$ cat config.mk
export PLATFORM = sky130hd
export DESIGN_NAME = mul_share_arbiter
export DESIGN_NICKNAME = d
export VERILOG_FILES = /design/src/rtl/mul_share_arbiter.sv
export SDC_FILE = /design/constraint.sdc
export NUM_CORES = 1
export LEC_CHECK = 0
export CORE_ASPECT_RATIO = 1.1
export CORE_MARGIN = 5
export CORE_UTILIZATION = 46
export CTS_CLUSTER_SIZE = 14
export DETAILED_ROUTE_END_ITERATION = 10
export HOLD_SLACK_MARGIN = 0.08
export MAX_ROUTING_LAYER = met4
export PLACE_DENSITY = 0.89
export REMOVE_ABC_BUFFERS = 1
export SETUP_SLACK_MARGIN = 0.2
export SLEW_MARGIN = 20
export SYNTH_ARGS = -nofsm -noshare
export SYNTH_HDL_FRONTEND = slang
export SYNTH_SLANG_ARGS = --single-unit
$ cat constraint.sdc
create_clock -name clk -period 6.8 [get_ports clk]
set_clock_uncertainty 0.1 [all_clocks]
set_input_delay 2.04 -clock clk [delete_from_list [all_inputs] [get_ports clk]]
set_output_delay 2.04 -clock clk [all_outputs]
set_load 0.01 [all_outputs]
$ cat src/rtl/mul_share_arbiter.sv
// Round-robin arbiter that time-shares one sequential signed multiplier among N_REQ
// requesters, with a watchdog that turns a missing mul_done into an error response.
module mul_share_arbiter #(
    parameter int N_REQ   = 4,
    parameter int OP_W    = 5,
    parameter int RES_W   = 2 * OP_W,
    parameter int TIMEOUT = 15
) (
    input  logic                  clk,
    input  logic                  n_rst,
    input  logic [N_REQ-1:0]      req,
    input  logic [N_REQ*OP_W-1:0] req_m,
    input  logic [N_REQ*OP_W-1:0] req_q,
    output logic [N_REQ-1:0]      gnt,
    output logic [N_REQ-1:0]      rsp_valid,
    output logic [RES_W-1:0]      rsp_data,
    output logic                  rsp_err,
    output logic                  mul_start,
    output logic [OP_W-1:0]       mul_m,
    output logic [OP_W-1:0]       mul_q,
    input  logic                  mul_done,
    input  logic [RES_W-1:0]      mul_result,
    output logic                  busy
);

    localparam int IDX_W = (N_REQ > 1) ? $clog2(N_REQ) : 1;
    localparam int CNT_W = $clog2(TIMEOUT + 1);

    localparam logic [1:0] IDLE  = 2'd0;
    localparam logic [1:0] ISSUE = 2'd1;
    localparam logic [1:0] WAIT  = 2'd2;
    localparam logic [1:0] RESP  = 2'd3;

    logic [1:0]       state_q, state_d;
    logic [IDX_W-1:0] rr_ptr_q, rr_ptr_d;
    logic [IDX_W-1:0] win_q, win_d;
    logic [CNT_W-1:0] cnt_q, cnt_d;
    logic [OP_W-1:0]  mul_m_q, mul_m_d;
    logic [OP_W-1:0]  mul_q_q, mul_q_d;
    logic             mul_start_q, mul_start_d;
    logic [N_REQ-1:0] rsp_valid_q, rsp_valid_d;
    logic [RES_W-1:0] rsp_data_q, rsp_data_d;
    logic             rsp_err_q, rsp_err_d;
    logic             busy_q, busy_d;

    logic             req_any;
    logic [IDX_W-1:0] win_idx;
    int               scan;

    // Scan starts at rr_ptr and wraps, so the last-served requester goes to the back.
    always_comb begin
        req_any = 1'b0;
        win_idx = '0;
        scan    = 0;
        for (int i = 0; i < N_REQ; i++) begin
            scan = int'(rr_ptr_q) + i;
            if (scan >= N_REQ) scan = scan - N_REQ;
            if (!req_any && req[scan]) begin
                req_any = 1'b1;
                win_idx = IDX_W'(scan);
            end
        end
    end

    always_comb begin
        gnt = '0;
        if (state_q == IDLE && req_any) gnt[win_idx] = 1'b1;
    end

    always_comb begin
        state_d     = state_q;
        rr_ptr_d    = rr_ptr_q;
        win_d       = win_q;
        cnt_d       = cnt_q;
        mul_m_d     = mul_m_q;
        mul_q_d     = mul_q_q;
        rsp_valid_d = '0;
        rsp_data_d  = '0;
        rsp_err_d   = 1'b0;
        case (state_q)
            IDLE: begin
                if (req_any) begin
                    win_d   = win_idx;
                    mul_m_d = req_m[int'(win_idx)*OP_W +: OP_W];
                    mul_q_d = req_q[int'(win_idx)*OP_W +: OP_W];
                    state_d = ISSUE;
                end
            end
            ISSUE: begin
                cnt_d   = '0;
                state_d = WAIT;
            end
            WAIT: begin
                cnt_d = cnt_q + 1'b1;
                // A done on the expiry cycle still wins over the timeout.
                if (mul_done) begin
                    rsp_valid_d[win_q] = 1'b1;
                    rsp_data_d         = mul_result;
                    state_d            = RESP;
                end else if (cnt_d == CNT_W'(TIMEOUT)) begin
                    rsp_valid_d[win_q] = 1'b1;
                    rsp_err_d          = 1'b1;
                    state_d            = RESP;
                end
            end
            RESP: begin
                if (win_q == IDX_W'(N_REQ - 1)) rr_ptr_d = '0;
                else                            rr_ptr_d = win_q + 1'b1;
                state_d = IDLE;
            end
            default: state_d = IDLE;
        endcase
        mul_start_d = (state_d == ISSUE);
        busy_d      = (state_d != IDLE);
    end

    always_ff @(posedge clk or negedge n_rst) begin
        if (!n_rst) begin
            state_q     <= IDLE;
            rr_ptr_q    <= '0;
            win_q       <= '0;
            cnt_q       <= '0;
            mul_m_q     <= '0;
            mul_q_q     <= '0;
            mul_start_q <= 1'b0;
            rsp_valid_q <= '0;
            rsp_data_q  <= '0;
            rsp_err_q   <= 1'b0;
            busy_q      <= 1'b0;
        end else begin
            state_q     <= state_d;
            rr_ptr_q    <= rr_ptr_d;
            win_q       <= win_d;
            cnt_q       <= cnt_d;
            mul_m_q     <= mul_m_d;
            mul_q_q     <= mul_q_d;
            mul_start_q <= mul_start_d;
            rsp_valid_q <= rsp_valid_d;
            rsp_data_q  <= rsp_data_d;
            rsp_err_q   <= rsp_err_d;
            busy_q      <= busy_d;
        end
    end

    assign rsp_valid = rsp_valid_q;
    assign rsp_data  = rsp_data_q;
    assign rsp_err   = rsp_err_q;
    assign mul_start = mul_start_q;
    assign mul_m     = mul_m_q;
    assign mul_q     = mul_q_q;
    assign busy      = busy_q;

endmodule

==> load_flow_metrics.sql, run 1 <==
INSERT INTO impl_metrics (metric_group, metric, value, unit) VALUES
('timing', 'fin_setup_tns', '0', 'ns'),
('timing', 'max-slew-margin-rel', '45.18', '%'),
('floorplanning', 'fp.dieW', '73.68', 'µm'),
('placed_design', 'routability_cong', '0.8177', ''),
('global_routing', 'gr-usage-met3', '4.255', '%'),
('power_and_ir_drop', 'report.power.total', '1.016', 'mW'),
('placed_design', 'hpwlAfterDp', '4159', 'µm'),
('global_routing', 'global_route.usage.met2', '31.56', '%'),
('timing', 'hold_violations', '0', ''),
('drt', 'ant_nets', '0', ''),
('clock_tree', 'tritoncts_clock_tree', 'yes', ''),
('yosys', 'netlist_instances', '194', ''),
('timing', 'finalHoldWorstSlack', '0.3859', 'ns'),
('cells_and_area', 'highest_count_cells_in_the_layout_ignoring_fill_and_taps', 'clkdlybuf4s50_1 (86), dfrtp_1 (37), nand2_1 (19)', ''),
('cells_and_area', 'layout.cells.most_common', 'clkdlybuf4s50_1', ''),
('power_and_ir_drop', 'clock_power_share', '14.8', '%'),
('critical_path', 'type_of_destination_of_the_critical_path', 'output port', ''),
('timing', 'achievable-frequency', '0.1586', 'GHz'),
('yosys', 'ys_seq_elements', '37', ''),
('yosys', 'yosysWarnings', '0', ''),
('global_routing', 'met1_usage', '22.11', '%'),
('timing', 'fin_crit_sh', '92.73', '%'),
('timing', 'fin_crit', '6.306', 'ns'),
('critical_path', 'worstSetupPathType', 'input pin to output port', ''),
('floorplanning', 'die_h', '80.05', 'µm'),
('drt', 'remaining_drc_errors', '0', ''),
('power_and_ir_drop', 'combinationalPowerShare', '52.5', '%'),
('timing', 'grt_setup_unrepaired', 'no', ''),
('cells_and_area', 'layout.cells.non_filler', '337', ''),
('power_and_ir_drop', 'power.share.switching', '38.31', '%'),
('drt', 'totalWireLength', '5398', 'µm'),
('clock_tree', 'hold_buffers', '0', ''),
('drt', 'dr.first_iter.drc_count', '106', ''),
('cells_and_area', 'area_delta_synth_final', '48.11', '%'),
('hold_path', 'hp-class', 'register to register', ''),
('clock_tree', 'cts.htree.levels', '2', ''),
('clock_tree', 'clock_path_buffers', '2', ''),
('global_routing', 'global_route_wire_length_before_repair', '8604', 'µm'),
('yosys', 'synthesis.area_per_instance', '10.58', 'µm²'),
('drt', 'drt-pass1-iter-count', '4', ''),
('timing', 'timing.final.ws_setup', '0.4942', 'ns'),
('yosys', 'netlist_area', '2052', 'µm²'),
('placed_design', 'io_buffer_count', '87', ''),
('floorplanning', 'die-area', '5898', 'µm²'),
('cells_and_area', 'fillCellCount', '331', ''),
('critical_path', 'cp.required', '4.66', 'ns'),
('floorplanning', 'start_util', '47.54', '%'),
('clock_tree', 'cts_buffers', '5', ''),
('global_routing', 'grt_remaining_overflow', '0', ''),
('critical_path', 'timing.critical_path.fanout_max', '12', ''),
('placed_design', 'detailedPlace.worstSlack', '0.5065', 'ns'),
('timing', 'drv_slew', '0', ''),
('status', 'status', 'complete, no violations', ''),
('clock_tree', 'clkSinkCount', '37', ''),
('clock_tree', 'clk_root_buffer_cell', 'clkbuf_8', ''),
('power_and_ir_drop', 'portion_of_total_power_attributed_to_sequential_cells', '32.7', '%'),
('drt', 'detailroute.via_count', '1793', ''),
('cells_and_area', 'num-nets-final', '349', ''),
('cells_and_area', 'diodes', '0', ''),
('timing', 'final_setup_fails', '0', ''),
('floorplanning', 'std_cell_rows', '25', ''),
('placed_design', 'placed_cells', '329', ''),
('drt', 'routed_wire_length_per_instance', '16.02', 'µm'),
('drt', 'drt-vias-per-instance', '5.320', ''),
('yosys', 'ys_types', '41', ''),
('global_routing', 'grt_antenna_before_repair', '0', ''),
('timing', 'worst_pin_slew', '0.8223', 'ns'),
('clock_tree', 'clk_pin_slew', '0.07', 'ns'),
('global_routing', 'grt_max_degree', '38', ''),
('yosys', 'sequential_fraction_of_the_synthesis_area', '45.12', '%'),
('clock_tree', 'postCtsSetupRepairBufs', '0', '');
## synth_stat cells
| cell type | number | share of area [%] |
|---|---|---|
| dfrtp_1 | 37 | 45 |
| nand2_1 | 19 | 3.5 |
| o21ai_0 | 16 | 3.9 |
| nand3_1 | 13 | 3.2 |
| mux2i_1 | 11 | 5.4 |
| and3_1 | 10 | 3.0 |
| ha_1 | 10 | 6.1 |
| a21bo_2 | 9 | 4.4 |
| inv_1 | 9 | 1.6 |
| o211ai_2 | 8 | 4.9 |
| nor2_1 | 7 | 1.3 |
| and2_1 | 4 | 1.2 |
| a21oi_1 | 3 | 0.73 |
| clkbuf_1 | 3 | 0.55 |
| mux2_2 | 3 | 1.6 |
| a21o_1 | 2 | 0.73 |
| buf_2 | 2 | 0.49 |
| buf_6 | 2 | 1.1 |
| nand2b_1 | 2 | 0.61 |
| o211ai_1 | 2 | 0.73 |
| xor2_1 | 2 | 0.85 |
| a21bo_1 | 1 | 0.49 |
| a22o_1 | 1 | 0.43 |
| a2bb2oi_2 | 1 | 0.73 |
| and3_2 | 1 | 0.37 |
| buf_1 | 1 | 0.18 |
| buf_4 | 1 | 0.37 |
| nand2b_4 | 1 | 0.67 |
| nand3b_1 | 1 | 0.37 |
| nor2_4 | 1 | 0.55 |
| nor2b_1 | 1 | 0.31 |
| nor3_2 | 1 | 0.49 |
| nor3b_2 | 1 | 0.61 |
| nor4_1 | 1 | 0.31 |
| o211a_1 | 1 | 0.49 |
| o2bb2ai_2 | 1 | 0.73 |
| o31ai_1 | 1 | 0.37 |
| o32ai_1 | 1 | 0.43 |
| or2_2 | 1 | 0.31 |
| or2_4 | 1 | 0.43 |
| or4_1 | 1 | 0.37 |
## state kept, by name (all words and copies together) (netlist names)
name       count
busy           1
cnt_q          4
mul_m          5
mul_q          5
mul_start      1
rr_ptr_q       2
rsp_data      10
rsp_err        1
rsp_valid      4
state_q        2
win_q          2
## final cells by class
| cell class | instances | area [µm²] | area share (%) |
|---|---|---|---|
| Multi-Input combinational cell | 139 | 1037 | 34.13 |
| Sequential cell | 37 | 925.9 | 30.47 |
| Timing Repair Buffer | 90 | 888.4 | 29.23 |
| Clock buffer | 5 | 68.82 | 2.264 |
| Tap cell | 54 | 67.56 | 2.223 |
| Inverter | 9 | 33.78 | 1.112 |
| Clock inverter | 3 | 17.52 | 0.5764 |
## final timing paths
| check | startpoint | to | slack (ns) | cells after the start |
|---|---|---|---|---|
| min | mul_m[1] | mul_m[1] | 0.39 | 2 |
| max reg2reg | state_q[0] | mul_start | 4.53 | 6 |
| min reg2reg | mul_m[1] | mul_m[1] | 0.39 | 2 |
| max | req[3] | gnt[1] | 0.49 | 6 |
| max in group asynchronous | n_rst | mul_m[4] | 4.34 | 1 |
| min in group asynchronous | n_rst | rsp_data[1] | 1.74 | 1 |
## worst max-delay path, stage by stage
cell and delay (ns):
clkdlybuf4s50_1 0.57, mux2i_1 0.18, o2bb2ai_2 0.18, nor2_4 0.39
and3_2 0.26, clkdlybuf4s50_1 0.54
## layer usage
layer  vias to the layer above  part of all wire (%)
met2                        50                    53
met3                        18                   3.9
met5                         -                     0
li1                        856                     -
met4                         0                   4.1
met1                       869                    39
## power by group through the flow
stage	combinational [mW]	sequential, mW	clock (mW)
floorplan	0.293	0.350	0
global placement	0.513	0.334	0
detailed placement	0.532	0.335	0
CTS	0.534	0.332	0.154
global route	0.582	0.342	0.163
finish	0.533	0.333	0.151
## cell families after synthesis
family                     count (synthesis)  share of synthesized area, %
and+or+nand+nor                           66                         17.56
AOI/OAI and AO/OA                         47                         19.02
DFF                                       37                         45.12
buffers and inverters                     18                         4.329
muxes                                     14                         7.012
adders and majority gates                 10                         6.098
xor gates and xnor gates                   2                        0.8538
## stage by stage
step	cell area, µm²	utilization, %
finish	3039	70.41
detailed placement	2953	68.41
CTS	3039	70.41
floorplan	1997	-
global route	3039	70.41
global placement	2953	68.41
No activity file was read; power rests on OpenSTA's default activity.
==> run 2: changes to the inputs <==
- CELL_PAD_IN_SITES_DETAIL_PLACEMENT: not set -> 1
- CELL_PAD_IN_SITES_GLOBAL_PLACEMENT: not set -> 1
- CORE_UTILIZATION: 46 -> 34
- TNS_END_PERCENT: not set -> 100
==> run 2 against run 1 <==
- sequential share of layout area fell by 0.75 points
- count of clock-buffer cells in the layout is the same
- non-clock buffer count unchanged
- critical path depth unchanged
- via count is 0.73% higher
- clock power rose by 52%
- routed wire length rose by 16%
- fmax decreased by 0.19%
- global-route usage is 2.2 points lower
- first-iteration DRC count fell by 20%
- critical endpoint unchanged
- highest routed layer unchanged
==> load_flow_metrics.sql, run 2 (synthesis results as in run 1) <==
INSERT INTO impl_metrics (metric_group, metric, value, unit) VALUES
('status', 'status', 'complete, no violations', ''),
('timing', 'drv_slew', '0', ''),
('global_routing', 'grt_remaining_overflow', '0', ''),
('global_routing', 'grt_antenna_before_repair', '0', ''),
('critical_path', 'cp_slowest_stage_delay', '0.59', 'ns'),
('drt', 'drt-pass1-iter-count', '4', ''),
('drt', 'detailroute.via_count', '1806', ''),
('critical_path', 'reg2reg_from', 'state_q[0]', ''),
('floorplanning', 'die-area', '7691', 'µm²'),
('placed_design', 'hpwlAfterDp', '4779', 'µm'),
('cells_and_area', 'register_cell_area_after_layout', '925.9', 'µm²'),
('critical_path', 'worstSetupStartpointType', 'input pin', ''),
('hold_path', 'holdPathEnd', 'mul_q[1]', ''),
('clock_tree', 'clk_root_buffer_cell', 'clkbuf_8', ''),
('global_routing', 'grt_use_total', '17.18', '%'),
('clock_tree', 'cts_buffers', '5', ''),
('cells_and_area', 'fillCellCount', '643', ''),
('drt', 'remaining_drc_errors', '0', ''),
('timing', 'finalHoldWorstSlack', '0.4096', 'ns'),
('timing', 'hold_violations', '0', ''),
('clock_tree', 'postCtsSetupRepairBufs', '0', ''),
('power_and_ir_drop', 'power.leakage', '1.413', 'nW'),
('placed_design', 'routability_cong', '0.7273', ''),
('global_routing', 'global_route_wire_length_before_repair', '10200', 'µm'),
('timing', 'final_setup_fails', '0', ''),
('timing', 'worst_pin_slew', '0.8328', 'ns'),
('critical_path', 'critical_path.n_buffers_inverters', '2', ''),
('critical_path', 'worstRegToRegCells', '6', ''),
('placed_design', 'io_buffer_count', '87', ''),
('power_and_ir_drop', 'ratio_of_total_power_to_cell_area', '354.9', 'nW/µm²'),
('drt', 'routed_wire_length_per_instance', '17.44', 'µm'),
('cells_and_area', 'num-nets-final', '349', ''),
('power_and_ir_drop', 'max-vdd-ir-drop', '0.0001635', 'V'),
('floorplanning', 'fp.dieW', '84.07', 'µm'),
('clock_tree', 'cts.htree.levels', '2', ''),
('power_and_ir_drop', 'report.power.total', '1.106', 'mW'),
('timing', 'fin_crit', '6.318', 'ns'),
('clock_tree', 'worstSkewPairLatency', '0.30', 'ns'),
('cells_and_area', 'layout.cells.most_common', 'clkdlybuf4s50_1', ''),
('clock_tree', 'postCtsResizedCells', '0', ''),
('clock_tree', 'clk_pin_slew', '0.08', 'ns'),
('clock_tree', 'hold_buffers', '0', ''),
('placed_design', 'detailedPlace.worstSlack', '0.4738', 'ns'),
('clock_tree', 'clock_path_buffers', '2', ''),
('timing', 'timing.final.ws_setup', '0.4822', 'ns'),
('critical_path', 'timing.critical_path.fanout_max', '12', ''),
('floorplanning', 'die_h', '91.48', 'µm'),
('critical_path', 'cpMaxStageDelayCell', 'clkdlybuf4s50_1', ''),
('critical_path', 'worstSetupPathType', 'input pin to output port', ''),
('drt', 'drt-vias-per-instance', '5.017', ''),
('critical_path', 'timing.critical_path.mode_cell', 'clkdlybuf4s50_1', ''),
('cells_and_area', 'area_delta_synth_final', '51.83', '%'),
('hold_path', 'hp-class', 'register to register', ''),
('global_routing', 'first_global_vias', '1993', ''),
('hold_path', 'hp_start', 'mul_q[1]', ''),
('drt', 'ant_nets', '0', ''),
('cells_and_area', 'multi_input_area', '1037', 'µm²'),
('cells_and_area', 'layout-drive-gt1-share', '14.49', '%'),
('clock_tree', 'tritoncts_clock_tree', 'yes', ''),
('drt', 'totalWireLength', '6277', 'µm'),
('critical_path', 'type_of_destination_of_the_critical_path', 'output port', ''),
('global_routing', 'grt_max_degree', '38', ''),
('timing', 'achievable-frequency', '0.1583', 'GHz'),
('critical_path', 'path_delay_family', 'buffers and inverters', ''),
('cells_and_area', 'largest_register_ff_count', '10', ''),
('cells_and_area', 'highest_count_cells_in_the_layout_ignoring_fill_and_taps', 'clkdlybuf4s50_1 (86), dfrtp_1 (37), nand2_1 (19)', ''),
('floorplanning', 'fp.coreArea', '5806', 'µm²'),
('timing', 'fin_setup_tns', '0', 'ns'),
('drt', 'dr.first_iter.drc_count', '85', ''),
('critical_path', 'critical_path.reg2reg.endpoint', 'mul_start', ''),
('cells_and_area', 'diodes', '0', ''),
('clock_tree', 'clkSinkCount', '37', ''),
('job', 'cap_violations', '0', ''),
('timing', 'max-slew-margin-rel', '44.48', '%'),
('timing', 'fin_crit_sh', '92.91', '%'),
('floorplanning', 'design.portCount', '88', ''),
('floorplanning', 'std_cell_rows', '29', ''),
('critical_path', 'data_arrival_time_of_the_worst_path', '4.18', 'ns'),
('critical_path', 'cp.required', '4.66', 'ns'),
('timing', 'grt_setup_unrepaired', 'no', ''),
('critical_path', 'worstPathCellList', 'clkdlybuf4s50_1 -> mux2i_1 -> o2bb2ai_2 -> nor2_4 -> and3_2 -> clkdlybuf4s50_1', ''),
('hold_path', 'hold_critical_path_depth', '2', ''),
('floorplanning', 'start_util', '35.34', '%'),
('critical_path', 'ff2ff_setup_slack', '4.47', 'ns');
run 2: cell count changes in the layout (fill, tap and decap cells not counted), sizes merged:
| cell | delta |
|---|---|
| clkinv | -1 |
| clkinvlp | -1 |
| bufinv | +2 |
run 2: cell type report:
type                       count  share of cell area, %
inverter                       9                  1.084
sequential                    37                  29.72
timing repair buffer          90                  28.51
clock buffer                   5                  2.209
tap                           77                  3.092
clock inverter                 3                  2.088
multi-input combinational    139                  33.29
run 2: per-layer routing:
metal	track usage (%)	routed length [µm]	vias up
met3	4.072	207	8
met1	19.21	2536	903
met5	-	0	-
li1	-	-	853
met2	30.00	3445	42
met4	5.630	88	0
run 2: worst max-delay path by stage:
stage / startpoint / to / cells after the start
floorplan: req[0] / gnt[2] / 4
global placement: req[3] / gnt[1] / 6
detailed placement: req[3] / gnt[1] / 6
CTS: req[3] / gnt[1] / 6
global route: req[3] / gnt[1] / 6
finish: req[3] / gnt[1] / 6
run 2: where the power goes:
| group | internal, mW | total [mW] | switching [mW] |
|---|---|---|---|
| clock | 0.146 | 0.229 | 0.0828 |
| sequential | 0.286 | 0.338 | 0.0514 |
| combinational | 0.270 | 0.540 | 0.269 |
run 2: stage by stage:
stage / area (µm²) / util (%) / cells
2_1_floorplan: 1997 / - / 185
3_3_place_gp: 2982 / 51.36 / 352
3_5_place_dp: 2982 / 51.36 / 352
4_1_cts: 3115 / 53.66 / 360
5_1_grt: 3115 / 53.66 / 360
6_report: 3115 / 53.66 / 360
run 2: worst min-delay path, delay by kind of cell (launching register included):
family	cells	cell delay [ns]
and+or+nand+nor	1	0.06
DFF	1	0.36
AOI/OAI and AO/OA	1	0.06
==> run 3: changes to the inputs <==
- GPL_TIMING_DRIVEN: not set -> 0
- SKIP_CTS_REPAIR_TIMING: not set -> 1
==> run 3 against run 2 <==
- sequential share of layout area is essentially flat
- combinational power increased by 2%
- core utilization about the same
- non-clock buffer count is 2 higher
- final area about the same
- fmax shrank 3.0%
- worst hold slack got worse by 0.018 ns
- highest routed layer unchanged
==> load_flow_metrics.sql, run 3 (synthesis results as in run 1) <==
INSERT INTO impl_metrics (metric_group, metric, value, unit) VALUES
('drt', 'totalWireLength', '6525', 'µm'),
('power_and_ir_drop', 'power.leakage', '1.411', 'nW'),
('critical_path', 'timing.critical_path.fanout_max', '13', ''),
('critical_path', 'reg2reg_from', 'state_q[0]', ''),
('clock_tree', 'clk_root_buffer_cell', 'clkbuf_8', ''),
('cells_and_area', 'layout-drive-gt1-share', '15.79', '%'),
('global_routing', 'first_global_vias', '2077', ''),
('timing', 'hold_violations', '0', ''),
('global_routing', 'grt_antenna_before_repair', '0', ''),
('floorplanning', 'std_cell_rows', '29', ''),
('global_routing', 'grt_use_total', '17.66', '%'),
('timing', 'max-slew-margin-rel', '58.37', '%'),
('timing', 'grt_setup_unrepaired', 'yes', ''),
('clock_tree', 'cts.htree.levels', '2', ''),
('timing', 'drv_slew', '0', ''),
('critical_path', 'worstRegToRegCells', '6', ''),
('floorplanning', 'fp.dieW', '84.07', 'µm'),
('drt', 'routed_wire_length_per_instance', '18.02', 'µm'),
('critical_path', 'worstSetupPathType', 'input pin to output port', ''),
('cells_and_area', 'num-nets-final', '351', ''),
('drt', 'ant_nets', '0', ''),
('clock_tree', 'clk_pin_slew', '0.07', 'ns'),
('timing', 'fin_crit_sh', '95.77', '%'),
('floorplanning', 'die-area', '7691', 'µm²'),
('drt', 'detailroute.via_count', '1845', ''),
('cells_and_area', 'largest_register_ff_count', '10', ''),
('cells_and_area', 'fillCellCount', '650', ''),
('power_and_ir_drop', 'ratio_of_total_power_to_cell_area', '335.6', 'nW/µm²'),
('floorplanning', 'design.portCount', '88', ''),
('placed_design', 'placed_cells', '350', ''),
('clock_tree', 'clock_path_buffers', '2', ''),
('critical_path', 'ff2ff_setup_slack', '4.45', 'ns'),
('timing', 'fin_crit', '6.512', 'ns'),
('critical_path', 'crit_end', 'gnt[3]', ''),
('floorplanning', 'die_h', '91.48', 'µm'),
('timing', 'final_setup_fails', '0', ''),
('cells_and_area', 'multi_input_area', '1044', 'µm²'),
('hold_path', 'hp-class', 'register to register', ''),
('cells_and_area', 'register_cell_area_after_layout', '925.9', 'µm²'),
('timing', 'achievable-frequency', '0.1536', 'GHz'),
('drt', 'remaining_drc_errors', '0', ''),
('power_and_ir_drop', 'max-vdd-ir-drop', '0.0001537', 'V'),
('cells_and_area', 'area_delta_synth_final', '51.77', '%'),
('critical_path', 'data_arrival_time_of_the_worst_path', '4.37', 'ns'),
('clock_tree', 'tritoncts_clock_tree', 'yes', ''),
('job', 'cap_violations', '0', ''),
('clock_tree', 'cts_buffers', '5', ''),
('placed_design', 'hpwlAfterDp', '4892', 'µm'),
('placed_design', 'routability_cong', '0.8059', ''),
('global_routing', 'grt_max_degree', '22', ''),
('cells_and_area', 'highest_count_cells_in_the_layout_ignoring_fill_and_taps', 'clkdlybuf4s50_1 (86), dfrtp_1 (37), nand2_1 (18)', ''),
('floorplanning', 'fp.coreArea', '5806', 'µm²'),
('cells_and_area', 'diodes', '0', ''),
('cells_and_area', 'layout.cells.non_filler', '362', ''),
('status', 'status', 'complete, no violations', ''),
('timing', 'fin_setup_tns', '0', 'ns'),
('placed_design', 'io_buffer_count', '87', ''),
('floorplanning', 'start_util', '35.34', '%'),
('critical_path', 'worstSetupStartpointType', 'input pin', ''),
('clock_tree', 'clkSinkCount', '37', ''),
('critical_path', 'cp.required', '4.66', 'ns'),
('global_routing', 'grt_remaining_overflow', '0', ''),
('clock_tree', 'worstSkewPairLatency', '0.30', 'ns'),
('global_routing', 'global_route_wire_length_before_repair', '10520', 'µm'),
('cells_and_area', 'layout.cells.most_common', 'clkdlybuf4s50_1', ''),
('timing', 'worst_pin_slew', '0.6207', 'ns'),
('critical_path', 'cp-startpoint', 'req[1]', ''),
('drt', 'drt-vias-per-instance', '5.097', ''),
('critical_path', 'type_of_destination_of_the_critical_path', 'output port', ''),
('critical_path', 'critical_path.reg2reg.endpoint', 'mul_start', ''),
('drt', 'dr.first_iter.drc_count', '77', ''),
('drt', 'drt-pass1-iter-count', '4', '');
run 3: worst min path at each step:
stage | startpoint | end | depth (start not counted)
floorplan | cnt_q[2] | cnt_q[2] | 1
global placement | mul_q[1] | mul_q[1] | 2
detailed placement | mul_m[2] | mul_m[2] | 2
CTS | mul_q[3] | mul_q[3] | 2
global route | mul_q[3] | mul_q[3] | 2
finish | mul_q[3] | mul_q[3] | 2
run 3: power by group:
group	total, mW	switching, mW	internal [mW]
Combinational	0.552	0.277	0.275
Sequential	0.336	0.0497	0.286
Clock	0.158	0.0851	0.0727
Total	1.05	0.412	0.633
run 3: area by class of cell:
cell class | count | share of cell area [%]
tap | 77 | 3.094
inverter | 9 | 1.085
sequential | 37 | 29.73
clock buffer | 5 | 2.210
clock inverter | 3 | 0.7232
multi-input combinational | 139 | 33.51
timing repair buffer | 92 | 29.65
run 3: worst max-delay path, stage by stage:
cell             delay, ns
clkdlybuf4s50_1       0.51
or4_1                 0.61
nand2_2               0.30
or2_4                 0.33
nor3_2                0.06
clkdlybuf4s50_1       0.52
run 3: metrics by stage:
step	power [mW]	hold slack (ns)	cell area [µm²]	utilization [%]	setup slack [ns]
detailed placement	0.8763	0.3766	2987	51.44	0.1267
global placement	0.8493	0.3677	2964	51.06	0.1173
CTS	1.045	0.3940	3078	53.02	0.1071
floorplan	0.6423	0.3972	1997	-	1.440
global route	1.125	0.4059	3114	53.64	0.1705
finish	1.045	0.3918	3114	53.64	0.2875
run 3: per-layer routing:
layer / up-vias / wire [µm] / global-route usage [%]
met4: 0 / 63 / 4.290
li1: 867 / - / -
met3: 6 / 174 / 2.986
met5: - / 0 / -
met2: 42 / 3635 / 32.30
met1: 930 / 2650 / 19.87
